### src/rtl/conv1_mac_acc.sv
// conv1 accumulation stage: sums KERNEL_LEN signed products plus a per-window bias,
// then rescales with rounding, saturates to 14-bit signed and optionally applies ReLU.
module conv1_mac_acc #(
    parameter int KERNEL_LEN = 25,
    parameter int SHIFT      = 8,
    parameter int RELU_EN    = 1,
    parameter int ACC_W      = 29
) (
    input  logic               ap_clk,
    input  logic               ap_rst_n,
    input  logic signed [22:0] in_prod,
    input  logic signed [22:0] in_bias,
    input  logic               in_valid,
    output logic               in_ready,
    output logic        [13:0] out_data,
    output logic               out_valid,
    input  logic               out_ready
);
    localparam int CNT_W = $clog2(KERNEL_LEN);
    localparam logic signed [ACC_W-1:0] RND     = ACC_W'(1) << (SHIFT - 1);
    localparam logic signed [ACC_W-1:0] SAT_MAX = ACC_W'(8191);
    localparam logic signed [ACC_W-1:0] SAT_MIN = ACC_W'(-8192);

    typedef enum logic {ACCUM = 1'b0, OUT = 1'b1} state_t;

    state_t                  state_q, state_d;
    logic [CNT_W-1:0]        count_q, count_d;
    logic signed [ACC_W-1:0] acc_q, acc_d;
    logic [13:0]             out_data_q, out_data_d;
    logic                    out_valid_q, out_valid_d;

    logic                    accept, last;
    logic signed [ACC_W-1:0] prod_x, bias_x, sum, rnd, r;
    logic [13:0]             fin;

    assign prod_x = {{(ACC_W-23){in_prod[22]}}, in_prod};
    assign bias_x = {{(ACC_W-23){in_bias[22]}}, in_bias};
    assign accept = in_valid && in_ready;
    assign last   = (count_q == CNT_W'(KERNEL_LEN - 1));

    // The first product of a window starts from the bias instead of the stale accumulator.
    always_comb begin
        sum = ((count_q == '0) ? bias_x : acc_q) + prod_x;
        rnd = sum + RND;
        r   = rnd >>> SHIFT;
        if (r > SAT_MAX)      fin = 14'h1FFF;
        else if (r < SAT_MIN) fin = 14'h2000;
        else                  fin = r[13:0];
        if (RELU_EN != 0 && r[ACC_W-1]) fin = '0;
    end

    always_ff @(posedge ap_clk) begin
        if (!ap_rst_n) begin
            state_q     <= ACCUM;
            count_q     <= '0;
            acc_q       <= '0;
            out_data_q  <= '0;
            out_valid_q <= 1'b0;
        end else begin
            state_q     <= state_d;
            count_q     <= count_d;
            acc_q       <= acc_d;
            out_data_q  <= out_data_d;
            out_valid_q <= out_valid_d;
        end
    end

    always_comb begin
        state_d = state_q;
        case (state_q)
            ACCUM:   if (accept && last)            state_d = OUT;
            OUT:     if (out_valid_q && out_ready)  state_d = ACCUM;
            default:                                state_d = ACCUM;
        endcase
    end

    always_comb begin
        in_ready  = (state_q == ACCUM);
        out_valid = out_valid_q;
        out_data  = out_data_q;
    end

    always_comb begin
        count_d     = count_q;
        acc_d       = acc_q;
        out_data_d  = out_data_q;
        out_valid_d = out_valid_q;
        if (accept) begin
            acc_d   = sum;
            count_d = last ? '0 : count_q + CNT_W'(1);
            if (last) begin
                out_data_d  = fin;
                out_valid_d = 1'b1;
            end
        end
        if (state_q == OUT && out_valid_q && out_ready) out_valid_d = 1'b0;
    end
endmodule

### config.mk
export PLATFORM = sky130hd
export DESIGN_NAME = conv1_mac_acc
export DESIGN_NICKNAME = d
export VERILOG_FILES = /design/src/rtl/conv1_mac_acc.sv
export SDC_FILE = /design/constraint.sdc
export NUM_CORES = 1
export LEC_CHECK = 0
export CORE_UTILIZATION = 40
export DETAILED_ROUTE_END_ITERATION = 8
export SYNTH_ARGS = -nofsm -noshare
export SYNTH_HDL_FRONTEND = slang
export SYNTH_SLANG_ARGS = --single-unit
### constraint.sdc
create_clock -name ap_clk -period 5.28 [get_ports ap_clk]
set_input_delay 0.792 -clock ap_clk [delete_from_list [all_inputs] [get_ports ap_clk]]
set_output_delay 0.792 -clock ap_clk [all_outputs]
set_load 0.01 [all_outputs]
Yosys cells after proc, flatten, opt, wreduce, memory -nomap -nowiden
Index checks and enable logic that the tools add are counted.
{"block": "totals", "word_cells": 29, "regBits": 50, "output_inout_bits": 16, "inputBits": 50}
{"block": "classes", "reduce_logical": 8, "n_bitwise": 2, "eq_ne": 1, "muxes": 8, "add_sub_neg": 3, "n_lt_le_gt_ge": 2}
{"cell": "14-bit 2-to-1 mux", "n": 3}
{"cell": "29-bit by 23-bit adder with 29-bit output", "n": 1}
{"cell": "29-bit by 9-bit adder with 29-bit output (second input constant)", "n": 1}
{"cell": "29-bit 2-to-1 mux", "n": 1}
{"cell": "21-bit by 14-bit greater-than comparator with 1-bit output (second input constant)", "n": 1}
{"cell": "21-bit by 14-bit less-than comparator with 1-bit output (second input constant)", "n": 1}
{"cell": "5-bit by 1-bit adder with 5-bit output (second input constant)", "n": 1}
{"cell": "5-bit == test (second input constant)", "n": 1}
{"cell": "1-bit logical AND", "n": 5}
{"cell": "5-bit zero test", "n": 1}
{"cell": "5-bit 2-to-1 mux", "n": 1}
{"cell": "1-bit 2-to-1 mux", "n": 2}
{"cell": "1-bit NOT", "n": 2}
{"cell": "1-bit case mux with 2 select lines", "n": 1}
{"cell": "2-bit AND reduction", "n": 1}
{"cell": "2-bit OR reduction", "n": 1}

Longest topological paths before layout
{"block": "logic_depth", "word_depth": 8, "depth_mapped": 22, "mapped_depth_nobuf": 19}

Least setup slack after synthesis
No wires, ideal clock.
{"block": "synth_path", "path_kind": "register to register", "from": "register count_q[0]", "to": "register out_data_q[1], in the netlist out_data[1]", "t_required_ns": 5.139, "setup_slack_ns": 0.565, "arrival_time_ns": 4.573, "period_less_slack_ns": 4.715, "setup_time_ns": 0.141, "path_buffers": 3, "path_stages_with_launch": 23, "path_cell_list": "dfxtp_1 > inv_1 > ha_1 > nand2b_1 > or3_1 > clkbuf_1 > clkbuf_1 > nand2_1 > nand2_1 > ha_1 > fa_1 > a21o_1 > a221oi_4 > o21ai_0 > xor2_1 > ha_1 > nand4_1 > nor3_1 > nand3_1 > or3_1 > nand2_1 > buf_2 > a32oi_1"}
{"block": "synth_via", "elab_chain_len": 8, "word_cells_on_any_way": 11, "cone_classes": "add/sub (2); order compare (2); eq/ne (1); mux (4); reduce/logical (2)"}
{"item": "start, declared", "line": "27", "source": "logic [CNT_W-1:0] count_q, count_d;"}
{"item": "start signal, assigned", "line": "61", "source": "count_q <= count_d;"}
{"item": "5-bit zero test *", "line": "43", "source": "sum = ((count_q == '0) ? bias_x : acc_q) + prod_x;"}
{"item": "29-bit 2-to-1 mux *", "line": "43"}
{"item": "29-bit by 23-bit adder with 29-bit output *", "line": "43"}
{"item": "net sum[8]", "line": "33", "source": "logic signed [ACC_W-1:0] prod_x, bias_x, sum, rnd, r;"}
{"item": "29-bit by 9-bit adder with 29-bit output *", "line": "44", "source": "rnd = sum + RND;"}
{"item": "21-bit by 14-bit less-than comparator with 1-bit output", "line": "47", "source": "else if (r < SAT_MIN) fin = 14'h2000;"}
{"item": "14-bit 2-to-1 mux", "line": "47"}
{"item": "14-bit 2-to-1 mux", "line": "46", "source": "if (r > SAT_MAX) fin = 14'h1FFF;"}
{"item": "14-bit 2-to-1 mux *", "line": "49", "source": "if (RELU_EN != 0 && r[ACC_W-1]) fin = '0;"}
{"item": "end signal, assigned", "line": "63", "source": "out_data_q <= out_data_d;"}
{"item": "end, declared", "line": "29", "source": "logic [13:0] out_data_q, out_data_d;"}
Mark *: on every way through the listed nets, which the timed path passes. The rest lies on a longest branch.
A chain may end at the register's enable or synchronous reset.

Worst setup path after layout
{"block": "layout_path", "from": "register count_q[0]", "to": "register out_data_q[3], in the netlist out_data[3]"}
{"block": "layout_via", "elab_chain_len": 8, "word_cells_on_any_way": 11, "cone_classes": "add/sub (2); order compare (2); eq/ne (1); mux (4); reduce/logical (2)"}
{"item": "5-bit zero test", "line": "43"}
{"item": "29-bit 2-to-1 mux", "line": "43"}
{"item": "29-bit by 23-bit adder with 29-bit output", "line": "43"}
{"item": "29-bit by 9-bit adder with 29-bit output", "line": "44"}
{"item": "21-bit by 14-bit less-than comparator with 1-bit output", "line": "47"}
{"item": "14-bit 2-to-1 mux", "line": "47"}
{"item": "14-bit 2-to-1 mux", "line": "46"}
{"item": "14-bit 2-to-1 mux", "line": "49"}
Parallel ways exist; a longest one is shown, timed or not.

==> metrics.txt <==
ranking of synthesized cells by area dfxtp_1 (23%), nand2_1 (15%), ha_1 (9.1%); Nets 739; ys flop type dfxtp_1; area share of the largest cell type after synthesis 0.2271; router iterations before antenna repair 4; CP endpoint kind flop; Avg Cell Area, Syn 7.469 µm²; Hold Crit Class reg -> reg; Setup Viol. Count Final 0; Tcrit/Tclk final 0.9309; row count 37; Mapped Area 0.004407 mm²; Final Non-Filler Cells 793; Final GP Congestion 0.9589; num ports 66; H-tree lvl count 2; # port buffers 65; CP Launch Type flop; unrepaired setup endpoints after global routing false; layout cell share with drive strength beyond 1 0.08371; Hold Crit Depth 1; Crit path required time 5.52 ns; 1st-iter DRT viols 169; sequential area share after synthesis 0.2271; Leak 2.177 nW; CP max stage delay 0.46 ns; commonest non-fill, non-tap cell in the layout nand2_1; DR vias/cell 5.544; YS warnings 0; Layout area overhead 21.64%; CTS clk-pin slew, worst paths 0.10 ns; max cap viols 0; total CTS buffers 5; critical-path maximum fanout 28; CTS tree yes; die area 0.01144 mm²; Peak Freq 203.4 MHz; EDFF count, synth 0; worst hold start out_data[13]; max-slew violation count 0; actual slew at the worst max-slew pin 0.7834 ns; Yosys cell types 76; Syn Nets 673; r2r worst-path depth 18; Yosys reg bits 50; placed insts 783; chip width 107.0 µm; GRT Util Overall 0.2202; Via Count 4396; WL final 12.25 mm; Root Driver clkbuf_8; crit path cell chain inv_1, ha_1, nand2b_1, or3_1, buf_4, nand2_1, nand2_1, ha_1, a21oi_1, o21ai_0, mux2_2, a31o_2, a311oi_4, and4_1, nand3_2, o31ai_1, nand4_4, a32oi_1; worst vdd ir 0.0001199 V; worst-skew pair later-pin latency 0.32 ns; core area 0.01051 mm²; pwr/cell area 308.7 mW/mm²; FF-to-FF Start count_q[0]; initial antenna violation count 0; hpwl dp 9.447 mm; initial core utilization 0.4193; # DRC 0; Final Hold Viols 0; status finished clean; most used cells in the layout excluding fill and tap cells nand2_1 (171), clkdlybuf4s50_1 (65), dfxtp_1 (50); CP max stage cell ha_1; largest net degree at the start of global routing 36; Diodes inserted 0; setup_tns 0 ns; Die Span Y 107.0 µm; Post-Syn Instances 590; vias in the first global route 4144; Rel. slew slack 0.4711; Synth async-reset ratio 0; filler cell count 1035; CP startpoint count_q[0]; Crit Path Class reg -> reg; TritonCTS Sinks 50; antenna-violating nets left 0; Final Skew 0.005099 ns; clk buf depth 2; min cycle time layout 4.915 ns; grt ovf 0; wire per inst 15.45 µm; first-pass GRT wire length 20.25 mm; CP arrival 5.15 ns; area leader, netlist dfxtp_1
[registers in the layout (all words and copies together), names as in the netlist]
signal / cells
acc_q: 29
out_data: 14
count_q: 5
out_valid: 1
state_q: 1
[kinds of logic after synthesis]
kind of cell,count (synthesis),share of synthesized area
compound gates,160,0.2578
xor+xnor,36,0.07325
fa+ha+maj,33,0.09540
buf+inv,35,0.04458
flops,50,0.2271
mux,2,0.004827
simple gates,274,0.2970
[synthesized netlist by cell type (all sizes together), types with 4 or more instances]
| library cell | n |
|---|---|
| a211o | 4 |
| a211oi | 4 |
| a21boi | 20 |
| a21o | 4 |
| a21oi | 40 |
| a31oi | 7 |
| a32oi | 12 |
| and2 | 9 |
| and4 | 4 |
| buf | 8 |
| clkbuf | 18 |
| dfxtp | 50 |
| ha | 32 |
| inv | 7 |
| nand2 | 171 |
| nand2b | 4 |
| nand3 | 10 |
| nand4 | 12 |
| nor2 | 23 |
| nor2b | 4 |
| nor3 | 7 |
| nor3b | 6 |
| o211a | 4 |
| o211ai | 7 |
| o21a | 9 |
| o21ai | 26 |
| o21bai | 4 |
| o31ai | 4 |
| or2 | 5 |
| or3 | 7 |
| xnor2 | 20 |
| xor2 | 16 |
[metal layers]
metal / GRT usage / wire length, µm / part of all wire / vias to the layer above
li1: - / - / - / 2246
met1: 0.2915 / 5824 / 0.48 / 2032
met2: 0.3724 / 5787 / 0.47 / 104
met3: 0.03343 / 500 / 0.041 / 14
met4: 0.05577 / 141 / 0.012 / 0
met5: 0 / 0 / 0 / -
[through the flow]
| stage | total power, mW | setup WS [ns] | utilization | hold WS [ns] | cell area, µm² |
|---|---|---|---|---|---|
| final | 1.655 | 0.3647 | 0.5101 | 0.4647 | 5360 |
| after global routing | 1.784 | 0.01311 | 0.5101 | 0.4875 | 5360 |
| after CTS | 1.651 | 0.2496 | 0.5067 | 0.4703 | 5325 |
| after detailed placement | 1.362 | 0.2833 | 0.4963 | 0.4459 | 5215 |
| after global placement | 1.351 | 0.3182 | 0.4963 | 0.4442 | 5215 |
| after floorplan | 1.108 | 0.5653 | - | 0.4412 | 4407 |
[critical path, delay by kind of cell, from the launching register on]
kind | cells | cell delay, ns
mux | 1 | 0.39
simple gates | 7 | 1.40
fa+ha+maj | 2 | 0.59
flops | 1 | 0.36
compound gates | 6 | 1.76
buf+inv | 2 | 0.32
[worst paths after layout]
kind                                endpoint  slack (ns)
worst max-delay path             out_data[3]        0.36
worst min-delay path            out_data[13]        0.46
worst max register to register   out_data[3]        0.36
worst min register to register  out_data[13]        0.46
[power by group]
group          total, mW  switching, mW  internal [mW]
clock              0.283          0.141          0.142
sequential         0.432         0.0181          0.414
combinational      0.940          0.551          0.389
[timing repair]
item                                    4_1_cts  5_1_grt
resized for setup                             0        2
endpoints found under the setup margin        0       13
hold buffers                                  0        0
buffers inserted                              0        2
[layout make-up]
type	instances	area (µm²)	share of cell area
inverters	7	26.28	0.004902
multi-input cells	505	3237	0.6039
repair buffers	87	815.8	0.1522
well taps	136	170.2	0.03175
clock buffers	6	72.57	0.01354
flip-flops and latches	50	1001	0.1867
clock inverters	2	37.54	0.007003
(Power assumes the default switching activity.)
